`config.mk`:
```
export PLATFORM = sky130hd
export DESIGN_NAME = mmio_button_ctrl
export DESIGN_NICKNAME = d
export VERILOG_FILES = /design/src/rtl/mmio_button_ctrl_pkg.sv /design/src/rtl/mmio_button_ctrl_debounce.sv /design/src/rtl/mmio_button_ctrl.sv
export SDC_FILE = /design/constraint.sdc
export NUM_CORES = 1
export LEC_CHECK = 0
export ABC_AREA = 1
export BUFFER_PORTS_ARGS = -buffer_cell sky130_fd_sc_hd__buf_4
export CAP_MARGIN = 20
export CORE_UTILIZATION = 60
export DETAILED_ROUTE_END_ITERATION = 8
export PLACE_DENSITY = 0.81
export RECOVER_POWER = 25
export SYNTH_ARGS = -nofsm -noshare
export SYNTH_HDL_FRONTEND = slang
export SYNTH_HIERARCHICAL = 1
export SYNTH_SLANG_ARGS = --single-unit
```
`constraint.sdc`:
```
create_clock -name clk -period 3.2 [get_ports clk]
set_input_delay 0.64 -clock clk [delete_from_list [all_inputs] [get_ports clk]]
set_output_delay 0.64 -clock clk [all_outputs]
set_load 0.005 [all_outputs]
```
`src/rtl/mmio_button_ctrl_pkg.sv`:
```
// Shared MMIO constants for the button peripheral.
package mmio_button_ctrl_pkg;

  localparam logic [31:0] BTN_ADDR              = 32'h1000_0008;
  localparam int unsigned BTN_FLAG_LSB          = 0;
  localparam int unsigned BTN_LEVEL_LSB         = 8;
  localparam int unsigned BTN_OVR_LSB           = 16;
  localparam int unsigned BTN_DEBOUNCE_DEFAULT  = 1_000_000;

endpackage

```
`src/rtl/mmio_button_ctrl_debounce.sv`:
```
// btn_debounce: 2-FF synchroniser plus stable-level debouncer for one button.
//   clk, reset : clock, synchronous active-high reset
//   raw        : asynchronous raw button input
//   level      : debounced level
module btn_debounce #(
  parameter int unsigned DEBOUNCE_CYCLES = 1_000_000
) (
  input  logic clk,
  input  logic reset,
  input  logic raw,
  output logic level
);

  localparam int unsigned CW = $clog2(DEBOUNCE_CYCLES);
  localparam logic [CW-1:0] CNT_MAX = CW'(DEBOUNCE_CYCLES - 1);

  logic [1:0]    sync;
  logic [CW-1:0] cnt;
  logic          stable;

  always_ff @(posedge clk) begin
    if (reset) begin
      sync   <= '0;
      cnt    <= '0;
      stable <= 1'b0;
    end else begin
      sync <= {sync[0], raw};
      // Any sample agreeing with the current level restarts the count,
      // so only an unbroken run of DEBOUNCE_CYCLES differing samples flips it.
      if (sync[1] == stable) begin
        cnt <= '0;
      end else if (cnt == CNT_MAX) begin
        stable <= sync[1];
        cnt    <= '0;
      end else begin
        cnt <= cnt + 1'b1;
      end
    end
  end

  assign level = stable;

endmodule

```
`src/rtl/mmio_button_ctrl.sv`:
```
// mmio_button_ctrl: debounced buttons with sticky W1C press flags and overrun bits.
//   clk, reset    : clock, synchronous active-high reset
//   btn_raw       : raw asynchronous buttons
//   btn_read_en   : decoder read strobe; read_data is 0 when low
//   btn_write_en  : decoder write strobe; write_data bits are W1C
//   read_data     : {overrun @16, level @8, flags @0}
//   btn_level     : debounced levels
module mmio_button_ctrl
  import mmio_button_ctrl_pkg::*;
#(
  parameter int unsigned NUM_BTN         = 5,
  parameter int unsigned DEBOUNCE_CYCLES = BTN_DEBOUNCE_DEFAULT
) (
  input  logic               clk,
  input  logic               reset,
  input  logic [NUM_BTN-1:0] btn_raw,
  input  logic               btn_read_en,
  input  logic               btn_write_en,
  input  logic [31:0]        write_data,
  output logic [31:0]        read_data,
  output logic [NUM_BTN-1:0] btn_level
);

  logic [NUM_BTN-1:0] stable;
  logic [NUM_BTN-1:0] stable_d;
  logic [NUM_BTN-1:0] flag;
  logic [NUM_BTN-1:0] overrun;
  logic [NUM_BTN-1:0] rise;
  logic [NUM_BTN-1:0] flag_clr;
  logic [NUM_BTN-1:0] ovr_clr;
  logic [31:0]        image;
  logic               unused_wdata;

  for (genvar i = 0; i < NUM_BTN; i++) begin : g_btn
    btn_debounce #(
      .DEBOUNCE_CYCLES(DEBOUNCE_CYCLES)
    ) u_debounce (
      .clk  (clk),
      .reset(reset),
      .raw  (btn_raw[i]),
      .level(stable[i])
    );
  end

  assign rise     = stable & ~stable_d;
  assign flag_clr = btn_write_en ? write_data[BTN_FLAG_LSB +: NUM_BTN] : '0;
  assign ovr_clr  = btn_write_en ? write_data[BTN_OVR_LSB +: NUM_BTN]  : '0;
  assign unused_wdata = ^write_data;

  always_ff @(posedge clk) begin
    if (reset) begin
      stable_d <= '0;
      flag     <= '0;
      overrun  <= '0;
    end else begin
      stable_d <= stable;
      // Sets dominate same-cycle clears so no press or overrun is lost.
      flag     <= rise | (flag & ~flag_clr);
      overrun  <= (rise & flag) | (overrun & ~ovr_clr);
    end
  end

  always_comb begin
    image = '0;
    image[BTN_FLAG_LSB  +: NUM_BTN] = flag;
    image[BTN_LEVEL_LSB +: NUM_BTN] = stable;
    image[BTN_OVR_LSB   +: NUM_BTN] = overrun;
  end

  assign read_data = (btn_read_en && !reset) ? image : '0;
  assign btn_level = reset ? '0 : stable;

endmodule

```
After elaboration in Yosys (flattened, before gate mapping)
Index checks and enable logic that the tools add are counted.

Mux-type cells: 4. Add/subtract/negate cells: 5. Equal/unequal tests: 10. Reduce and logical (&&, ||, !) cells: 12. Bitwise gates (word level): 14.

Operator list (count): 20-bit by 1-bit adder with 20-bit output (second input constant) (5); 20-bit == test (second input constant) (5); 21-bit two-way mux (1); 5-bit AND (4); 5-bit two-way mux (3); 5-bit inverter (3); 3-bit OR reduction (5); 5-bit OR (2); 2-bit AND reduction (5); 1-bit == test (5); 1-bit inverter (5); 1-bit logical AND (1); 1-bit logical NOT (1).

Input port bits: 41. Register bits after elaboration: 130. Word-level logic and storage cells: 63. Output and inout bits: 37.

Longest topological paths before layout
Word-level depth: 4. Mapped depth: 9. Gate-level depth less buffers: 9.

By module
The synthesis kept the hierarchy.

Modules (own cells, without submodules): btn_debounce (area each 1153.6 sq um, sequential area each 460.4 sq um, cells each 166, times used 5); mmio_button_ctrl (area each 830.8 sq um, sequential area each 300.3 sq um, cells each 119, times used 1).

Worst setup path before layout
Ideal clock, no wire load.

Path type: in2out. Start: input reset. End: output read_data[10]. Path buffers: 2. Data arrival time: 1.078 ns. Cell stages on the path: 5. Slack: 1.482 ns. Data required time: 2.560 ns. Cell sequence: buf_6 inv_4 nand2_4 buf_6 nor2_2.

Cells in the longest elaborated chain, start to end: 3.

RTL lines: start, declared (line mmio_button_ctrl.sv:15) `input logic reset,`; 1-bit logical NOT (line mmio_button_ctrl.sv:70) `assign read_data = (btn_read_en && !reset) ? image : '0;`; 1-bit logical AND (line mmio_button_ctrl.sv:70); 21-bit two-way mux (line mmio_button_ctrl.sv:70); end, declared (line mmio_button_ctrl.sv:20) `output logic [31:0] read_data,`.

Every way passes these cells.

Final worst setup path
Start: input reset. End: output btn_level[3].

Cells in the longest elaborated chain, start to end: 1.

RTL lines: 5-bit two-way mux; end, declared (line mmio_button_ctrl.sv:21) `output logic [NUM_BTN-1:0] btn_level`.

Every way passes these cells.

==> results.md <==
- Outcome: complete, no violations
- Post-DP HPWL: roughly 9300 um
- Fraction of power spent switching nets: 19.7%
- Pwr Density: 475 nW/um^2
- Number of design rule violations left after detail routing: 0
- Final net count: between 1000 and 1500
- Leak: 2.67 nW
- Synthesized area per cell: 6.95 sq um
- Number of clock sinks seen by CTS: 130
- Number of CTS-inserted buffers: 17
- Remaining antenna violation count after routing: 0
- Slowest CP cell: sky130_fd_sc_hd__buf_4
- Clock Latency Late Sink: 0.54 ns
- Final critical delay including setup and external delays: 2.06 ns
- Xor and xnor area share after synthesis: around 6%
- Final Slew Violations: 0
- P&R area growth vs syn: 12.7%
- Deepest clock path buffer count: 2
- Number of synthesis warnings: 6
- Worst hold margin: about 0.30 ns
- Slew HR: 60.0%
- Post-DR vias/cell: 4.96
- Global-route wire length before repair: 22300 um
- Setup violators final: 0
- Number of antenna violations at the first check in global routing: 0
- Maximum number of pins on one net before global-route repair: 21
- Fraction of synthesized area in multiplexers: 0%
- Synth Register Bits: between 100 and 150
- CORE AREA: 10500 sq um
- CP Cell Sequence: buf_4, buf_4, nor2_1, buf_4
- Effective utilization at floorplan: between 60% and 70%
- Die Ht: about 110 um
- Crit path required time: 2.56 ns
- Via count of the first global-routing pass: 5224
- WP buf/inv: 3
- Data arrival at the endpoint of the critical path: between 1 and 1.5 ns
- Sequential element share of the synthesized area: 39.4%
- Fraction of final layout cells sized beyond drive strength 1: 12.1%
- Post-Synth Simple-Gate Area: 38.7%
- Max Freq: 0.486 GHz
- Post-Syn Instances: 949
- Detail-routed net length per standard cell: 11.0 um
- Tcrit/Tclk final: 64.3%
- Adder-cell share of the synthesized area: less than 1%
- Number of enable-type register cells in the synthesized netlist: 0
- Path type of the worst min-delay path: primary input to flip-flop
- Horiz. Die Dim: 107 um
- Peak VDD IR: 0.438 mV
- Top cell family by delay on the critical path: buffers and inverters
- Final-report hold violation count: 0
- Fill cell count: 894
- Total negative slack for setup checks: 0 ns
- Pin slew with the least headroom to its limit: approximately 0.6 ns
- Area fraction of the dominant cell type after synthesis: 39.4%
- Gp weighted congestion: 0.832
- Total of buffers placed on input and output ports: 38
- Post-synthesis compound-gate area fraction: under 10%
- Synth area leader: sky130_fd_sc_hd__dfxtp_1
- I/O pin cnt: around 80
- Fraction of synthesis flops using an asynchronous set or reset pin: 0%
- Total track usage: 24.6%
- Depth of the CTS H-tree: 4
- Main combinational cell family by area after synthesis: simple AND/OR/NAND/NOR gates
- Number of gates resized after CTS: 0
- Number of rows created at floorplan: 37
- Internal power of the cells: 2.84 mW
- DRC violation total after the first TritonRoute iteration: between 200 and 300
- Synth cell count leaders: sky130_fd_sc_hd__nor2_1 (200), sky130_fd_sc_hd__nand2_1 (185), sky130_fd_sc_hd__dfxtp_1 (130)
- Setup repair after global routing missed its margin: no
- Clock Pin Slew Worst Setup and Hold Paths: 0.05 ns
- Main area contributors after synthesis: sky130_fd_sc_hd__dfxtp_1 (39%), sky130_fd_sc_hd__nor2_1 (11%), sky130_fd_sc_hd__nand2_1 (11%)
- Via count: 5680
- Synth unique cells: 25
- Clock tree from TritonCTS: built
- Wire length after detailed routing: 12600 um
- Pre-antenna DRT Iters: 5
- Switch Pwr: 0.694 mW
- Post-synth design cell area: 6600 sq um
- Critical setup path kind: primary input to primary output
- Hold Buf Count CTS: 0
- CTS root buf: sky130_fd_sc_hd__clkbuf_8
- Logic gate share of total power: 1.9%
- Count of antenna diodes in the layout: 0
- Most numerous cell in the Yosys netlist: sky130_fd_sc_hd__nor2_1
- Number of post-CTS setup repair buffers: 0
- Clock share of power: 51.8%
- Most numerous cell on the critical path: sky130_fd_sc_hd__buf_4
- Max-cap violation count: 0
- Type of element capturing the critical path: primary output
- Launching element type of the critical path: primary input
- Maximum fanout encountered on the critical timing path: 20
- Most instantiated flip-flop cell in the synthesis netlist: sky130_fd_sc_hd__dfxtp_1
- Sequential share of power: 46.2%
- Die footprint: 11400 sq um
- Worst clock skew: 0.00886 ns
- Overall overflow remaining after global route: 0
- Stage delay of the slowest cell on the critical path: 0.30 ns
-- worst register-to-register path, cell delays in order (launching register included) --
cell                      delay [ns]
sky130_fd_sc_hd__dfxtp_1        0.36
sky130_fd_sc_hd__ha_1           0.19
sky130_fd_sc_hd__nand3_1        0.12
sky130_fd_sc_hd__inv_1          0.09
sky130_fd_sc_hd__nand2_1        0.11
sky130_fd_sc_hd__nor2_2         0.12
sky130_fd_sc_hd__nand2_1        0.10
sky130_fd_sc_hd__nand2_1        0.47
sky130_fd_sc_hd__nor2_1         0.11
-- kinds of logic after synthesis --
group	Yosys count
simple gates	561
buf+inv	152
flops	130
compound gates	55
xor+xnor	45
fa+ha+maj	5
other cells	1
-- power by group through the flow --
stage / Clock [mW] / Sequential (mW) / Combinational [mW]
floorplan: 0 / 1.67 / 0.0581
global placement: 0 / 1.67 / 0.0675
detailed placement: 0 / 1.67 / 0.0687
CTS: 1.87 / 1.63 / 0.0691
global route: 1.95 / 1.63 / 0.0756
finish: 1.83 / 1.63 / 0.0678
-- final cells by class --
type	instances	area [sq um]	area share [%]
Multi-Input combinational cell	683	3330	44.8
Timing Repair Buffer	39	293	3.94
Tap cell	136	170	2.29
Clock inverter	5	75.1	1.01
Inverter	126	475	6.39
Clock buffer	26	488	6.56
Sequential cell	130	2600	35.0
-- state kept, by name, summed over array words and instances (netlist names) --
signal                  flops
flag                        5
g_btn.u_debounce/level      5
stable_d                    5
overrun                     5
g_btn.u_debounce/cnt      100
g_btn.u_debounce/sync      10
-- per-layer routing --
metal | vias up | track usage [%] | wire length, um
met5 | - | 0 | 0
met4 | 0 | 9.98 | 167
met3 | 17 | 6.44 | 483
met2 | 82 | 40.1 | 5790
met1 | 2567 | 30.9 | 6150
li1 | 3014 | - | -
-- path summary, 6_finish.rpt --
kind | start | endpoint | slack, ns | depth (start not counted)
worst max-delay path | reset | btn_level[3] | 1.14 | 4
worst min-delay path | btn_raw[2] | g_btn[2].u_debounce/sync[0]$_SDFF_PP0_ | 0.30 | 3
worst max register to register | g_btn[3].u_debounce/cnt[0]$_SDFF_PP0_ | g_btn[3].u_debounce/cnt[10]$_SDFF_PP0_ | 1.39 | 8
worst min register to register | g_btn[0].u_debounce/sync[0]$_SDFF_PP0_ | g_btn[0].u_debounce/sync[1]$_SDFF_PP0_ | 0.40 | 2
-- cell usage in the layout (no fill, tap or decap) --
master / n
sky130_fd_sc_hd__nor2_1: 200
sky130_fd_sc_hd__nand2_1: 192
sky130_fd_sc_hd__dfxtp_1: 130
sky130_fd_sc_hd__inv_1: 116
sky130_fd_sc_hd__nand3_1: 87
sky130_fd_sc_hd__a21oi_1: 50
sky130_fd_sc_hd__buf_4: 39
sky130_fd_sc_hd__xor2_1: 25
sky130_fd_sc_hd__nand4_1: 20
sky130_fd_sc_hd__xnor2_1: 20
sky130_fd_sc_hd__conb_1: 17
sky130_fd_sc_hd__clkbuf_16: 16
sky130_fd_sc_hd__nor2_2: 14
sky130_fd_sc_hd__nor2_4: 11
sky130_fd_sc_hd__or2_0: 10
sky130_fd_sc_hd__inv_2: 9
sky130_fd_sc_hd__nand3_2: 8
sky130_fd_sc_hd__nand2_4: 5
sky130_fd_sc_hd__clkbuf_8: 5
sky130_fd_sc_hd__clkbuf_1: 5
sky130_fd_sc_hd__or2_2: 5
sky130_fd_sc_hd__o21bai_1: 5
sky130_fd_sc_hd__nor3_1: 5
sky130_fd_sc_hd__ha_1: 5
sky130_fd_sc_hd__nand2_2: 4
sky130_fd_sc_hd__clkinv_2: 3
sky130_fd_sc_hd__bufinv_16: 2
sky130_fd_sc_hd__inv_4: 1
-- stage by stage --
step	power [mW]	worst slack (ns)	util, %	std cells	instance area [sq um]
after floorplan	1.72	1.48	-	965	6660
after global placement	1.73	1.16	65.7	1114	6910
after detailed placement	1.73	1.13	65.7	1114	6910
after CTS	3.57	1.13	71.1	1145	7470
after global routing	3.66	1.05	70.8	1145	7440
final	3.53	1.14	70.8	1145	7440
(Power assumes the default switching activity.)
